[src/rtl/dmem_arbiter.sv]
// dmem_arbiter: round-robin two-port front end for a single-port word memory.
// Keeps one transaction in flight; partial-strobe writes become read-modify-write.
module dmem_arbiter #(
  parameter int ADDR_W = 11
) (
  input  logic              i_clk,
  input  logic              i_rst_n,
  input  logic              i_req0_valid,
  output logic              o_req0_ready,
  input  logic [31:0]       i_req0_addr,
  input  logic [31:0]       i_req0_wdata,
  input  logic [3:0]        i_req0_wstrb,
  output logic              o_rsp0_valid,
  output logic [31:0]       o_rsp0_rdata,
  input  logic              i_req1_valid,
  output logic              o_req1_ready,
  input  logic [31:0]       i_req1_addr,
  input  logic [31:0]       i_req1_wdata,
  input  logic [3:0]        i_req1_wstrb,
  output logic              o_rsp1_valid,
  output logic [31:0]       o_rsp1_rdata,
  output logic [ADDR_W-1:0] o_mem_addr,
  output logic [31:0]       o_mem_wdata,
  output logic              o_mem_we,
  input  logic [31:0]       i_mem_rdata
);

  typedef enum logic [2:0] {
    IDLE    = 3'd0,
    RD      = 3'd1,
    WR_ACK  = 3'd2,
    RMW     = 3'd3,
    RMW_ACK = 3'd4
  } state_t;

  function automatic logic [31:0] merge_bytes(input logic [31:0] new_w,
                                              input logic [31:0] old_w,
                                              input logic [3:0]  strb);
    return {strb[3] ? new_w[31:24] : old_w[31:24],
            strb[2] ? new_w[23:16] : old_w[23:16],
            strb[1] ? new_w[15:8]  : old_w[15:8],
            strb[0] ? new_w[7:0]   : old_w[7:0]};
  endfunction

  state_t              state_r;
  state_t              state_nxt_s;
  logic                last_grant_r;
  logic                port_r;
  logic [ADDR_W-1:0]   addr_r;
  logic [31:0]         wdata_r;
  logic [3:0]          wstrb_r;
  logic [31:0]         old_r;

  logic                grant_s;
  logic                accept_s;
  logic [31:0]         sel_addr_s;
  logic [31:0]         sel_wdata_s;
  logic [3:0]          sel_wstrb_s;
  logic [ADDR_W-1:0]   mem_addr_s;
  logic [31:0]         mem_wdata_s;
  logic                mem_we_s;
  logic                rsp_valid_s;
  logic [31:0]         rsp_rdata_s;
  logic                unused_addr_bits_s;

  // Byte offset and bits above the memory size are dropped, so addresses wrap.
  assign unused_addr_bits_s = ^{i_req0_addr[31:ADDR_W+2], i_req0_addr[1:0],
                                i_req1_addr[31:ADDR_W+2], i_req1_addr[1:0]};

  // Round-robin pick: on contention the port that did not win last time goes.
  always_comb begin
    grant_s = 1'b0;
    if (i_req0_valid && i_req1_valid) begin
      grant_s = ~last_grant_r;
    end else if (i_req1_valid) begin
      grant_s = 1'b1;
    end else begin
      grant_s = 1'b0;
    end
  end

  assign accept_s    = (state_r == IDLE) && (i_req0_valid || i_req1_valid);
  assign sel_addr_s  = grant_s ? i_req1_addr  : i_req0_addr;
  assign sel_wdata_s = grant_s ? i_req1_wdata : i_req0_wdata;
  assign sel_wstrb_s = grant_s ? i_req1_wstrb : i_req0_wstrb;

  // Next-state and memory/response drive for the single in-flight transaction.
  always_comb begin
    state_nxt_s = state_r;
    mem_addr_s  = {ADDR_W{1'b0}};
    mem_wdata_s = 32'h0;
    mem_we_s    = 1'b0;
    rsp_valid_s = 1'b0;
    rsp_rdata_s = 32'h0;
    case (state_r)
      IDLE: begin
        if (accept_s) begin
          mem_addr_s = sel_addr_s[ADDR_W+1:2];
          if (sel_wstrb_s == 4'h0) begin
            state_nxt_s = RD;
          end else if (sel_wstrb_s == 4'hF) begin
            mem_wdata_s = sel_wdata_s;
            mem_we_s    = 1'b1;
            state_nxt_s = WR_ACK;
          end else begin
            state_nxt_s = RMW;
          end
        end else begin
          state_nxt_s = IDLE;
        end
      end
      RD: begin
        mem_addr_s  = addr_r;
        rsp_valid_s = 1'b1;
        rsp_rdata_s = i_mem_rdata;
        state_nxt_s = IDLE;
      end
      WR_ACK: begin
        mem_addr_s  = addr_r;
        rsp_valid_s = 1'b1;
        state_nxt_s = IDLE;
      end
      RMW: begin
        mem_addr_s  = addr_r;
        mem_wdata_s = merge_bytes(wdata_r, i_mem_rdata, wstrb_r);
        mem_we_s    = 1'b1;
        state_nxt_s = RMW_ACK;
      end
      RMW_ACK: begin
        mem_addr_s  = addr_r;
        rsp_valid_s = 1'b1;
        rsp_rdata_s = old_r;
        state_nxt_s = IDLE;
      end
      default: begin
        state_nxt_s = IDLE;
      end
    endcase
  end

  // State register and round-robin history.
  always_ff @(posedge i_clk or negedge i_rst_n) begin
    if (!i_rst_n) begin
      state_r      <= IDLE;
      last_grant_r <= 1'b1;
    end else begin
      state_r <= state_nxt_s;
      if (accept_s) begin
        last_grant_r <= grant_s;
      end
    end
  end

  // Payload latched at accept; old word captured while the merged write goes out.
  always_ff @(posedge i_clk or negedge i_rst_n) begin
    if (!i_rst_n) begin
      port_r  <= 1'b0;
      addr_r  <= {ADDR_W{1'b0}};
      wdata_r <= 32'h0;
      wstrb_r <= 4'h0;
      old_r   <= 32'h0;
    end else begin
      if (accept_s) begin
        port_r  <= grant_s;
        addr_r  <= sel_addr_s[ADDR_W+1:2];
        wdata_r <= sel_wdata_s;
        wstrb_r <= sel_wstrb_s;
      end
      if (state_r == RMW) begin
        old_r <= i_mem_rdata;
      end
    end
  end

  // Reset forces every output low immediately, including a pending RMW write.
  assign o_req0_ready = i_rst_n & accept_s & ~grant_s;
  assign o_req1_ready = i_rst_n & accept_s & grant_s;
  assign o_mem_addr   = i_rst_n ? mem_addr_s : {ADDR_W{1'b0}};
  assign o_mem_wdata  = i_rst_n ? mem_wdata_s : 32'h0;
  assign o_mem_we     = i_rst_n & mem_we_s;
  assign o_rsp0_valid = i_rst_n & rsp_valid_s & ~port_r;
  assign o_rsp1_valid = i_rst_n & rsp_valid_s & port_r;
  assign o_rsp0_rdata = (i_rst_n && rsp_valid_s && !port_r) ? rsp_rdata_s : 32'h0;
  assign o_rsp1_rdata = (i_rst_n && rsp_valid_s && port_r) ? rsp_rdata_s : 32'h0;

endmodule
[config.mk]
export PLATFORM = sky130hd
export DESIGN_NAME = dmem_arbiter
export DESIGN_NICKNAME = d
export VERILOG_FILES = /design/src/rtl/dmem_arbiter.sv
export SDC_FILE = /design/constraint.sdc
export NUM_CORES = 1
export LEC_CHECK = 0
export CAP_MARGIN = 0
export CORE_MARGIN = 1.5
export CORE_UTILIZATION = 36
export CTS_BUF_LIST = sky130_fd_sc_hd__clkbuf_8
export DETAILED_ROUTE_END_ITERATION = 8
export HOLD_SLACK_MARGIN = 0.05
export PLACE_DENSITY = 0.79
export SYNTH_ARGS = -nofsm -noshare
export SYNTH_HDL_FRONTEND = slang
export SYNTH_SLANG_ARGS = --single-unit
[constraint.sdc]
create_clock -name i_clk -period 2.6 [get_ports i_clk]
set_clock_uncertainty 0.15 [all_clocks]
set_input_delay 0.78 -clock i_clk [delete_from_list [all_inputs] [get_ports i_clk]]
set_output_delay 0.78 -clock i_clk [all_outputs]
set_load 0.03 [all_outputs]
## Yosys cells after proc, flatten, opt, wreduce, memory -nomap -nowiden

Index checks and enable logic that the tools add are counted.

- Memory bits (writable): 0
- Memories kept: 0
- Bits in latches: 0
- Register bits after elaboration: 84
- Output and inout port bits: 112
- Logic and storage cells: 62
- Memory bits (read-only): 0
- Input port bits: 172

- Shifts and indexed selects: 0
- Divide/modulo/power cells: 0
- Add/subtract/negate cells: 0
- Order comparisons: 0
- Multiplexer cells: 29
- Reductions and logical operators: 11
- Multipliers: 0
- Bitwise operators: 10
- Equality and inequality tests: 5

Operator list:

| cell | count |
|---|---|
| 32-bit 2-to-1 mux | 7 |
| 32-bit one-hot mux with 2 select lines | 2 |
| 8-bit 2-to-1 mux | 4 |
| 11-bit 2-to-1 mux | 2 |
| 11-bit one-hot mux with 2 select lines | 1 |
| 13-bit 2-to-1 mux | 1 |
| 1-bit AND | 7 |
| 1-bit 2-to-1 mux | 7 |
| 3-bit by 2-bit equality test with 1-bit output (second input constant) | 2 |
| 3-bit one-hot mux with 2 select lines | 1 |
| 1-bit logical AND | 5 |
| 4-bit equality test (second input constant) | 1 |
| 4-bit zero test | 1 |
| 4-bit 2-to-1 mux | 1 |
| 4-bit OR reduction | 1 |
| 3-bit by 1-bit equality test with 1-bit output (second input constant) | 1 |
| 3-bit equality test (second input constant) | 1 |
| 3-bit zero test | 1 |
| 3-bit 2-to-1 mux | 1 |
| 1-bit NOT | 3 |
| 3-bit OR reduction | 1 |
| 2-bit 2-to-1 mux | 1 |
| 1-bit one-hot mux with 2 select lines | 1 |
| 1-bit zero test | 1 |
| 1-bit logical OR | 1 |

## Logic depth before layout (Yosys ltp)

Gate-level depths: netlist of the first run.

- Depth in word-level cells: 9
- Depth in mapped cells: 7
- Mapped depth without buffers: 4

## Worst setup path before layout of the first run

OpenSTA, ideal clock, no wires.

- Kind: input -> output
- Start: in i_req1_valid
- End: out o_mem_wdata[22]
- Path slack: -518 ps
- Stages: 6
- Buffers on the path: 2
- Data required time: 1670 ps
- Data arrival time: 2188 ps
- Path through: a21boi_1 -> buf_2 -> mux2i_2 -> nand3_4 -> buf_6 -> o22ai_1

- Longest elaborated chain between the ends: 9
- Elaborated cells between the ends (all ways): 14
- Those cells by class: eq/ne (1); mux (9); reduce/logical (4)

Ends and longest elaborated chain:

| element | line | RTL |
|---|---|---|
| from (decl) | 15 | `input logic i_req1_valid,` |
| 1-bit 2-to-1 mux / 1-bit logical AND (equally long branches) | 75, 73 |  |
| 1-bit 2-to-1 mux | 73 | `if (i_req0_valid && i_req1_valid) begin` |
| 4-bit 2-to-1 mux | 85 | `assign sel_wstrb_s = grant_s ? i_req1_wstrb : i_req0_wstrb;` |
| 4-bit equality test | 101 | `end else if (sel_wstrb_s == 4'hF) begin` |
| 32-bit 2-to-1 mux | 101 |  |
| 32-bit 2-to-1 mux | 99 | `if (sel_wstrb_s == 4'h0) begin` |
| 32-bit 2-to-1 mux (*) | 97 | `if (accept_s) begin` |
| 32-bit one-hot mux with 2 select lines (*) | 95 | `case (state_r)` |
| 32-bit 2-to-1 mux (*) | 179 | `assign o_mem_wdata = i_rst_n ? mem_wdata_s : 32'h0;` |
| to (decl) | 23 | `output logic [31:0] o_mem_wdata,` |

Every way passes the cells marked *; elsewhere a longest branch is shown, timed or not.

## Worst setup path after layout of the first run

- Start: in i_req1_valid
- End: out o_mem_wdata[10]

The elaborated chain is that of the path after synthesis.

==> results.json, run 1 <==
{
  "outcome": "complete, but fails checks",
  "violations": "setup timing",
  "grt-ovfl-total": 0,
  "gp_congestion": 0.792,
  "fmax_ghz": 0.314,
  "tns_ps": -41380,
  "synth_seq_cells": 84,
  "tritoncts": "yes",
  "row_count": 42,
  "grt_use_total_pct": 29.7,
  "tightest_slew_ps": 707,
  "wirelength_mm": 21.9,
  "area_growth_pct": 108,
  "critPathMostFrequentCell": "buf_6",
  "wire_per_inst_um": 20.2,
  "min_period_ps": 3180,
  "post-route-worst-setup-slack_ps": -581,
  "synth_nets": 762,
  "max_slew_margin_pct": 52.9,
  "fin_nets": 1078,
  "die_x_um": 121,
  "rsz0062_at_grt": "true",
  "vias_per_cell": 5.45,
  "whs_ps": 294,
  "setup_viol": 112,
  "synthArstFlopShare_pct": 100,
  "synth_top_area_cell": "dfrtp_1",
  "antenna_left": 0,
  "clkSlewWorstSetupHoldPaths_ps": 80,
  "dieHeight_um": 121,
  "power_density_nw_per_um2": 911,
  "cpMaxStageDelayCell": "mux2i_4",
  "arrival_ps": 2250,
  "crit_type": "input port to primary output",
  "clockBufferDepth": 2,
  "dp_hpwl_mm": 12.9,
  "critical_path.max_fanout": 4,
  "clockRootBuffer": "clkbuf_8",
  "clkSinkCount": 84,
  "final.period_utilization_pct": 122,
  "vias": 5929,
  "synth_top_area_share_pct": 41.3,
  "synth.area.top_cells": "dfrtp_1 (41%), mux2i_1 (16%), nand2_1 (11%)",
  "antenna_found_initial": 0,
  "port_buffers": 241,
  "grt_max_degree": 75,
  "path_buf_inv": 5,
  "ios": 284,
  "cts_buffers": 9,
  "synthFlopType": "dfrtp_1",
  "hold_path.class": "input port to async pin",
  "netlist_area_um2": 5020,
  "worstPathRequired_ps": 1670,
  "cap_violations": 0,
  "drc": 0,
  "antennaDiodeCount": 0,
  "start_util_pct": 37.3,
  "path_delay_family": "buffers and inverters",
  "drv_slew": 0,
  "synth_edf_count": 0,
  "synth_cell_type_count": 38,
  "drtIter0Drc": 435,
  "syn_inst": 590,
  "vdd_drop_max_v": 0.000830,
  "first_pass_iters": 5,
  "grt_pass1_vias": 6116,
  "crit_path_start_kind": "input port",
  "synth_warnings": 0,
  "crit_path_max_incr_delay_ps": 270,
  "holdBufCountCts": 0,
  "dieArea_um2": 14700,
  "hold_viol": 0,
  "core_region_area_um2": 13500,
  "layout-drive-gt1-share_pct": 48.0,
  "crit_chain": "buf_6, a21boi_4, buf_6, mux2i_4, nand3_4, buf_12, buf_16, o22ai_4, buf_6",
  "htree_levels": 3,
  "grt_pass1_wl_mm": 33.2,
  "syn_area_per_cell_um2": 8.51,
  "p_leak_nw": 4.29,
  "clock_latency_ps": 350,
  "ys_seq_area_share_pct": 41.9,
  "end_kind": "primary output"
}
-- final timing paths --
check                                          end  slack (ps)  cells after the start               startpoint
max in group asynchronous     old_r[3]$_DFFE_PN0N_        1280                      3                  i_rst_n
setup / recovery                   o_mem_wdata[10]        -580                      9             i_req1_valid
setup reg to reg           wdata_r[14]$_DFFE_PN0N_         590                      7     state_r[2]$_DFF_PN0_
hold / removal                state_r[2]$_DFF_PN0_         290                      3                  i_rst_n
min in group i_clk         wdata_r[27]$_DFFE_PN0N_         340                      2  wdata_r[27]$_DFFE_PN0N_
hold reg to reg            wdata_r[27]$_DFFE_PN0N_         340                      2  wdata_r[27]$_DFFE_PN0N_
-- per-layer routing --
metal | up-vias | track usage [%] | share of wire [%]
met2 | 265 | 52.5 | 53
met4 | 0 | 14.3 | 4.0
met5 | - | 0 | 0
met3 | 69 | 5.69 | 5.2
met1 | 2902 | 34.4 | 38
li1 | 2693 | - | -
-- sequential cells by signal, indices dropped and copies added (netlist names) --
name          flops
last_grant_r      1
old_r            32
state_r           3
addr_r           11
port_r            1
wstrb_r           4
wdata_r          32
-- cells in the final DEF, fill, tap and decap left out, types with 3 or more instances in the layout --
| master | instances |
|---|---|
| nand2_1 | 145 |
| buf_6 | 129 |
| clkdlybuf4s50_1 | 118 |
| dfrtp_1 | 82 |
| buf_4 | 67 |
| mux2i_1 | 58 |
| o21ai_0 | 49 |
| nor2_4 | 43 |
| nor2_2 | 33 |
| a22oi_2 | 32 |
| o22ai_4 | 30 |
| buf_12 | 21 |
| mux2i_4 | 16 |
| a2bb2oi_2 | 11 |
| clkbuf_8 | 11 |
| buf_16 | 8 |
| mux2i_2 | 6 |
| dlygate4sd2_1 | 6 |
| buf_8 | 3 |
-- repair_timing --
action                                  in CTS  in global routing
resized for setup                          323                 67
pin swaps                                   67                 49
setup buffers                               21                 13
gates cloned                                13                  1
endpoints found under the setup margin     112                112
-- worst min-delay path: stages --
cell and delay [ps]:
buf_4 100, buf_4 110, buf_4 140
-- cell usage after synthesis, drive strengths merged, types with 2 or more instances --
| master | count |
|---|---|
| a22oi | 32 |
| a2bb2oi | 11 |
| buf | 35 |
| clkbuf | 15 |
| dfrtp | 83 |
| inv | 4 |
| mux2i | 80 |
| nand2 | 148 |
| nand4 | 2 |
| nor2 | 78 |
| nor3b | 2 |
| o21ai | 51 |
| o22ai | 32 |
-- cell type report --
class / instances / area [µm²]
fillers: 816 / 2980
clock inverters: 5 / 83.8
multi-input cells: 452 / 3970
inverters: 4 / 20.0
well taps: 176 / 220
repair buffers: 355 / 3920
flip-flops and latches: 84 / 2100
clock buffers: 11 / 151
-- where the power goes --
| group | internal (mW) | total [mW] | switching [mW] |
|---|---|---|---|
| Combinational | 2.73 | 5.94 | 3.22 |
| Sequential | 1.96 | 2.50 | 0.534 |
| Clock | 0.596 | 1.10 | 0.500 |
-- cells by family (layout without fill, tap and decap cells) --
kind of cell,count (synthesis),after routing,share of synthesized area [%]
buffers and inverters,54,375,5.83
muxes,80,80,16.0
and+or+nand+nor,239,239,19.3
AOI/OAI and AO/OA,132,132,16.8
xor gates and xnor gates,1,1,0.174
DFF,84,84,41.9
-- through the flow --
stage	total power, mW	worst slack (ps)	instances	utilization, %	instance area, µm²
floorplan	5.22	-260	590	-	5650
detailed placement	6.80	-1120	1033	63.0	8480
CTS	9.18	-569	1081	76.2	10200
finish	9.54	-581	1087	77.8	10500
global route	10.0	-626	1087	77.8	10500
global placement	6.63	-1030	1033	63.0	8480
Power figures use the tool's default switching activity.
==> run 2, diff against run 1 <==
--- a/config.mk
+++ b/config.mk
@@ -11,7 +11,7 @@
 export CTS_BUF_LIST = sky130_fd_sc_hd__clkbuf_8
 export DETAILED_ROUTE_END_ITERATION = 8
 export HOLD_SLACK_MARGIN = 0.05
-export PLACE_DENSITY = 0.79
+export PLACE_DENSITY = 0.78
 export SYNTH_ARGS = -nofsm -noshare
 export SYNTH_HDL_FRONTEND = slang
 export SYNTH_SLANG_ARGS = --single-unit
==> run 2 against run 1 <==
The flow still finishes with violations (setup timing). Die area stayed put. Maximum frequency decreased by 1.3%. Combinational power up 2%. Flip-flop and latch count is the same.
==> results.json, run 2 (same netlist as run 1, synthesis figures left out) <==
{
  "clockBufferDepth": 2,
  "switching_share_pct": 45.4,
  "top_regs": "old_r x32, wdata_r x32, addr_r x11",
  "crit_path_start_kind": "input port",
  "p_seq_share_pct": 26.5,
  "power_density_nw_per_um2": 903,
  "vdd_drop_max_v": 0.000683,
  "area_growth_pct": 113,
  "wire_per_inst_um": 22.1,
  "final_cell_mix": "nand2_1 (146), buf_6 (122), clkdlybuf4s50_1 (118)",
  "start_util_pct": 37.3,
  "vias": 6153,
  "die_x_um": 121,
  "clkSlewWorstSetupHoldPaths_ps": 90,
  "max_slew_margin_pct": 48.3,
  "internal_power_mw": 5.28,
  "end_kind": "primary output",
  "arrival_ps": 2290,
  "post-route-worst-setup-slack_ps": -623,
  "outcome": "complete, but fails checks",
  "final_common_cell": "nand2_1",
  "grt_use_total_pct": 30.5,
  "drc": 0,
  "antenna_found_initial": 0,
  "final_util_pct": 79.6,
  "cts_buffers": 9,
  "p_leak_nw": 4.36,
  "dp_hpwl_mm": 13.9,
  "grt-ovfl-total": 0,
  "grt_pass1_wl_mm": 34.6,
  "p_switching_mw": 4.39,
  "row_count": 42,
  "port_buffers": 241,
  "gp_congestion": 0.896,
  "tns_ps": -46980,
  "min_period_ps": 3220,
  "tritoncts": "yes",
  "hold_viol": 0,
  "combPwrFrac_pct": 62.5,
  "violations": "setup timing",
  "final.period_utilization_pct": 124,
  "vias_per_cell": 5.63,
  "rsz0062_at_grt": "true",
  "first_pass_iters": 4,
  "fmax_ghz": 0.310,
  "grt_max_degree": 60,
  "core_region_area_um2": 13500,
  "dieHeight_um": 121,
  "antennaDiodeCount": 0,
  "htree_levels": 3,
  "critical_path.max_fanout": 7,
  "antenna_left": 0,
  "tightest_slew_ps": 776,
  "grt_pass1_vias": 6463,
  "pre_cts_ws_ps": -1160,
  "hold_path.class": "input port to async pin",
  "clkSinkCount": 84,
  "clockPowerShare_pct": 11.0,
  "wirelength_mm": 24.1,
  "dieArea_um2": 14700,
  "clockRootBuffer": "clkbuf_8",
  "ios": 284,
  "crit_type": "input port to primary output",
  "drv_slew": 0,
  "fin_nets": 1083,
  "layout-drive-gt1-share_pct": 48.9,
  "setup_viol": 112,
  "worstPathRequired_ps": 1670,
  "drtIter0Drc": 385,
  "cap_violations": 0,
  "clock_latency_ps": 350
}
[run 2: cell types whose count changed in the layout (fill, tap and decap cells not counted), sizes merged]
cell,delta
buf,+3
clkbuf,+1
clkdlybuf4s15,-2
clkinv,+1
clkinvlp,-1
dlygate4sd2,+2
inv,+1
[run 2: metal layers]
layer / share of wire, % / up-vias / track usage, % / wire (µm)
li1: - / 2694 / - / -
met1: 35 / 3020 / 33.3 / 8320
met2: 54 / 340 / 56.3 / 13100
met3: 6.5 / 99 / 5.92 / 1560
met4: 4.6 / 0 / 15.0 / 1110
met5: 0 / - / 0 / 0
[run 2: power by group through the flow]
stage          Combinational, mW  Sequential (mW)  Clock (mW)
3_3_place_gp                4.24             2.42           0
2_1_floorplan               2.99             2.23           0
5_1_grt                     6.36             2.60        1.14
6_report                    6.04             2.56        1.07
3_5_place_dp                4.38             2.45           0
4_1_cts                     5.50             2.49        1.08
[run 2: stage by stage]
stage	power, mW	cells	area, µm²	hold WS [ps]
floorplan	5.22	590	5650	297
CTS	9.07	1090	10400	310
finish	9.67	1092	10700	329
global placement	6.65	1033	8490	308
global route	10.1	1092	10700	314
detailed placement	6.84	1033	8490	314
[run 2: cell type report]
| class | count | area (µm²) |
|---|---|---|
| clock buffers | 10 | 138 |
| clock inverters | 6 | 86.3 |
| fillers | 725 | 2740 |
| inverters | 4 | 20.0 |
| multi-input cells | 452 | 4080 |
| flip-flops and latches | 84 | 2110 |
| well taps | 176 | 220 |
| repair buffers | 360 | 4070 |
[run 2: critical path, stage by stage]
cell	delay (ps)
buf_8	70
a21boi_4	230
buf_4	180
buf_12	110
buf_16	120
buf_4	160
mux2i_4	270
a2bb2oi_2	180
nor2_2	50
buf_6	130
[run 2: path summary, 6_finish.rpt]
kind                                     startpoint                     end  cells after the start  slack (ps)
min in group i_clk           wdata_r[8]$_DFFE_PN0N_  wdata_r[8]$_DFFE_PN0N_                      2         340
hold reg to reg              wdata_r[8]$_DFFE_PN0N_  wdata_r[8]$_DFFE_PN0N_                      2         340
max in group asynchronous                   i_rst_n  wdata_r[2]$_DFFE_PN0N_                      2        1270
setup / recovery                       i_req1_valid           o_mem_addr[8]                     10        -620
setup reg to reg           last_grant_r$_DFFE_PN1N_  wdata_r[1]$_DFFE_PN0N_                      7         600
hold / removal                              i_rst_n  wstrb_r[3]$_DFFE_PN0N_                      3         330
[run 2: what timing repair did]
action / 4_1_cts / 5_1_grt
gates cloned: 10 / 3
setup endpoints to repair: 112 / 112
gates resized for setup: 329 / 75
pin swaps: 72 / 45
buffers inserted: 33 / 7
hold buffers: 0 / 0
hold endpoints to repair: 0 / 0
==> run 3, diff against run 2 <==
--- a/config.mk
+++ b/config.mk
@@ -7,11 +7,11 @@
 export LEC_CHECK = 0
 export CAP_MARGIN = 0
 export CORE_MARGIN = 1.5
-export CORE_UTILIZATION = 36
+export CORE_UTILIZATION = 32
 export CTS_BUF_LIST = sky130_fd_sc_hd__clkbuf_8
 export DETAILED_ROUTE_END_ITERATION = 8
 export HOLD_SLACK_MARGIN = 0.05
-export PLACE_DENSITY = 0.78
+export PLACE_DENSITY = 0.71
 export SYNTH_ARGS = -nofsm -noshare
 export SYNTH_HDL_FRONTEND = slang
 export SYNTH_SLANG_ARGS = --single-unit
==> run 3 against run 2 <==
The run still ends with setup timing left. Sequential power fell by 4%. Non-clock buffer count down 9. Sequential share of layout area barely moved. Power increased by 0.10%. Maximum frequency up 3.4%. Routed wire length is 12% lower. Flip-flop and latch count unchanged. Final cell count increased by 2.4%. Die area up 12%. First-iteration DRC count decreased by 24%. Via count shrank 6.5%. Critical path type unchanged. Largest cell class unchanged. Largest power group unchanged.
==> results.json, run 3 (same netlist as run 1, synthesis figures left out) <==
{
  "p_seq_share_pct": 25.5,
  "clock_latency_ps": 350,
  "met1_usage_pct": 31.1,
  "layout-drive-gt1-share_pct": 48.1,
  "clkSinkCount": 84,
  "final_common_cell": "nand2_1",
  "critical_path.max_fanout": 8,
  "vdd_drop_max_v": 0.000750,
  "r2r_slack_ps": 540,
  "area_growth_pct": 113,
  "crit_start": "i_req0_valid",
  "vias_per_cell": 5.14,
  "grt_pass1_vias": 5968,
  "cts_buffers": 9,
  "clockBufferDepth": 2,
  "wirelength_mm": 21.2,
  "antenna_left": 0,
  "htree_levels": 3,
  "dp_hpwl_mm": 13.2,
  "rr_worst_depth": 7,
  "internal_power_mw": 5.41,
  "fin_nets": 1074,
  "grt-ovfl-total": 0,
  "grt_max_degree": 75,
  "wire_per_inst_um": 19.0,
  "fmax_ghz": 0.321,
  "cap_violations": 0,
  "grt_util_met2_pct": 44.2,
  "max_slew_margin_pct": 43.2,
  "whs_ps": 207,
  "ios": 284,
  "p_switching_mw": 4.27,
  "crit_type": "input port to primary output",
  "clkSlewWorstSetupHoldPaths_ps": 90,
  "crit_path_start_kind": "input port",
  "grtUsageMet3_pct": 3.42,
  "final.period_utilization_pct": 120,
  "min_period_ps": 3120,
  "start_util_pct": 32.9,
  "row_count": 45,
  "first_pass_iters": 5,
  "rr_startpoint": "state_r[0]$_DFF_PN0_",
  "tritoncts": "yes",
  "grt_pass1_wl_mm": 31.9,
  "hold_path.class": "input port to async pin",
  "setup_viol": 112,
  "die_x_um": 128,
  "grt_use_total_pct": 24.9,
  "clockPowerShare_pct": 11.8,
  "antenna_found_initial": 1,
  "pre_cts_ws_ps": -1130,
  "top_regs": "old_r x32, wdata_r x32, addr_r x11",
  "gp_congestion": 0.764,
  "post-route-worst-setup-slack_ps": -517,
  "port_buffers": 241,
  "grt.busiest_layer": "met2",
  "drv_slew": 0,
  "switching_share_pct": 44.1,
  "r2r_end": "wdata_r[11]$_DFFE_PN0N_",
  "final_cell_mix": "nand2_1 (145), buf_6 (124), clkdlybuf4s50_1 (118)",
  "arrival_ps": 2190,
  "fillers": 1048,
  "p_leak_nw": 4.32,
  "violations": "setup timing",
  "combPwrFrac_pct": 62.7,
  "power_density_nw_per_um2": 905,
  "vias": 5752,
  "tightest_slew_ps": 851,
  "dieHeight_um": 128,
  "dieArea_um2": 16500,
  "drc": 0,
  "hold_viol": 0,
  "clockRootBuffer": "clkbuf_8",
  "rsz0062_at_grt": "true",
  "tns_ps": -42870,
  "outcome": "complete, but fails checks",
  "end_kind": "primary output",
  "worstPathRequired_ps": 1670,
  "endpoint": "o_mem_wdata[0]",
  "core_region_area_um2": 15300,
  "drtIter0Drc": 293
}
-- run 3: worst max-delay path, stage by stage --
cell,delay (ps)
buf_8,100
a21boi_4,160
buf_6,130
mux2i_4,250
nand3_4,100
buf_12,160
buf_16,170
o22ai_4,170
buf_6,160
-- run 3: power groups by stage --
| stage | Clock (mW) | Sequential (mW) | Combinational (mW) |
|---|---|---|---|
| after floorplan | 0 | 2.23 | 2.99 |
| after global placement | 0 | 2.39 | 4.30 |
| after detailed placement | 0 | 2.41 | 4.43 |
| after CTS | 1.16 | 2.45 | 5.86 |
| after global routing | 1.21 | 2.54 | 6.46 |
| final | 1.14 | 2.47 | 6.07 |
-- run 3: cell type report --
class / count / area, µm² / share of cell area [%]
multi-input cells: 452 / 4090 / 38.3
repair buffers: 351 / 3980 / 37.2
flip-flops and latches: 84 / 2100 / 19.7
well taps: 211 / 264 / 2.47
clock buffers: 10 / 138 / 1.29
clock inverters: 5 / 100 / 0.936
inverters: 4 / 20.0 / 0.187
diodes: 1 / 2.50 / 0.0234
-- run 3: worst min-delay path by stage --
stage,startpoint,end,slack (ps),cells past startpoint
6_report,i_rst_n,addr_r[10]$_DFFE_PN0N_,210,2
4_1_cts,i_rst_n,addr_r[10]$_DFFE_PN0N_,200,2
3_5_place_dp,old_r[30]$_DFFE_PN0N_,old_r[30]$_DFFE_PN0N_,310,2
2_1_floorplan,old_r[0]$_DFFE_PN0N_,old_r[0]$_DFFE_PN0N_,300,2
5_1_grt,i_rst_n,addr_r[10]$_DFFE_PN0N_,200,2
3_3_place_gp,old_r[17]$_DFFE_PN0N_,old_r[17]$_DFFE_PN0N_,310,2
-- run 3: timing repair --
action	CTS	global route
cloned	13	2
pin swaps	65	37
setup endpoints to repair	112	112
buffers inserted	23	12
resized for setup	360	72
hold buffers	0	0
-- run 3: layer usage --
layer	up-vias	wire length, µm
met5	-	0
met4	0	395
met3	29	1140
met2	203	11200
met1	2845	8530
li1	2675	-
-- run 3: per-stage QoR --
step | area (µm²) | power, mW | instances | util (%)
2_1_floorplan | 5650 | 5.22 | 590 | -
4_1_cts | 10500 | 9.47 | 1114 | 68.9
3_5_place_dp | 8550 | 6.85 | 1070 | 56.0
5_1_grt | 10700 | 10.2 | 1118 | 70.1
3_3_place_gp | 8550 | 6.69 | 1070 | 56.0
6_report | 10700 | 9.68 | 1118 | 70.1
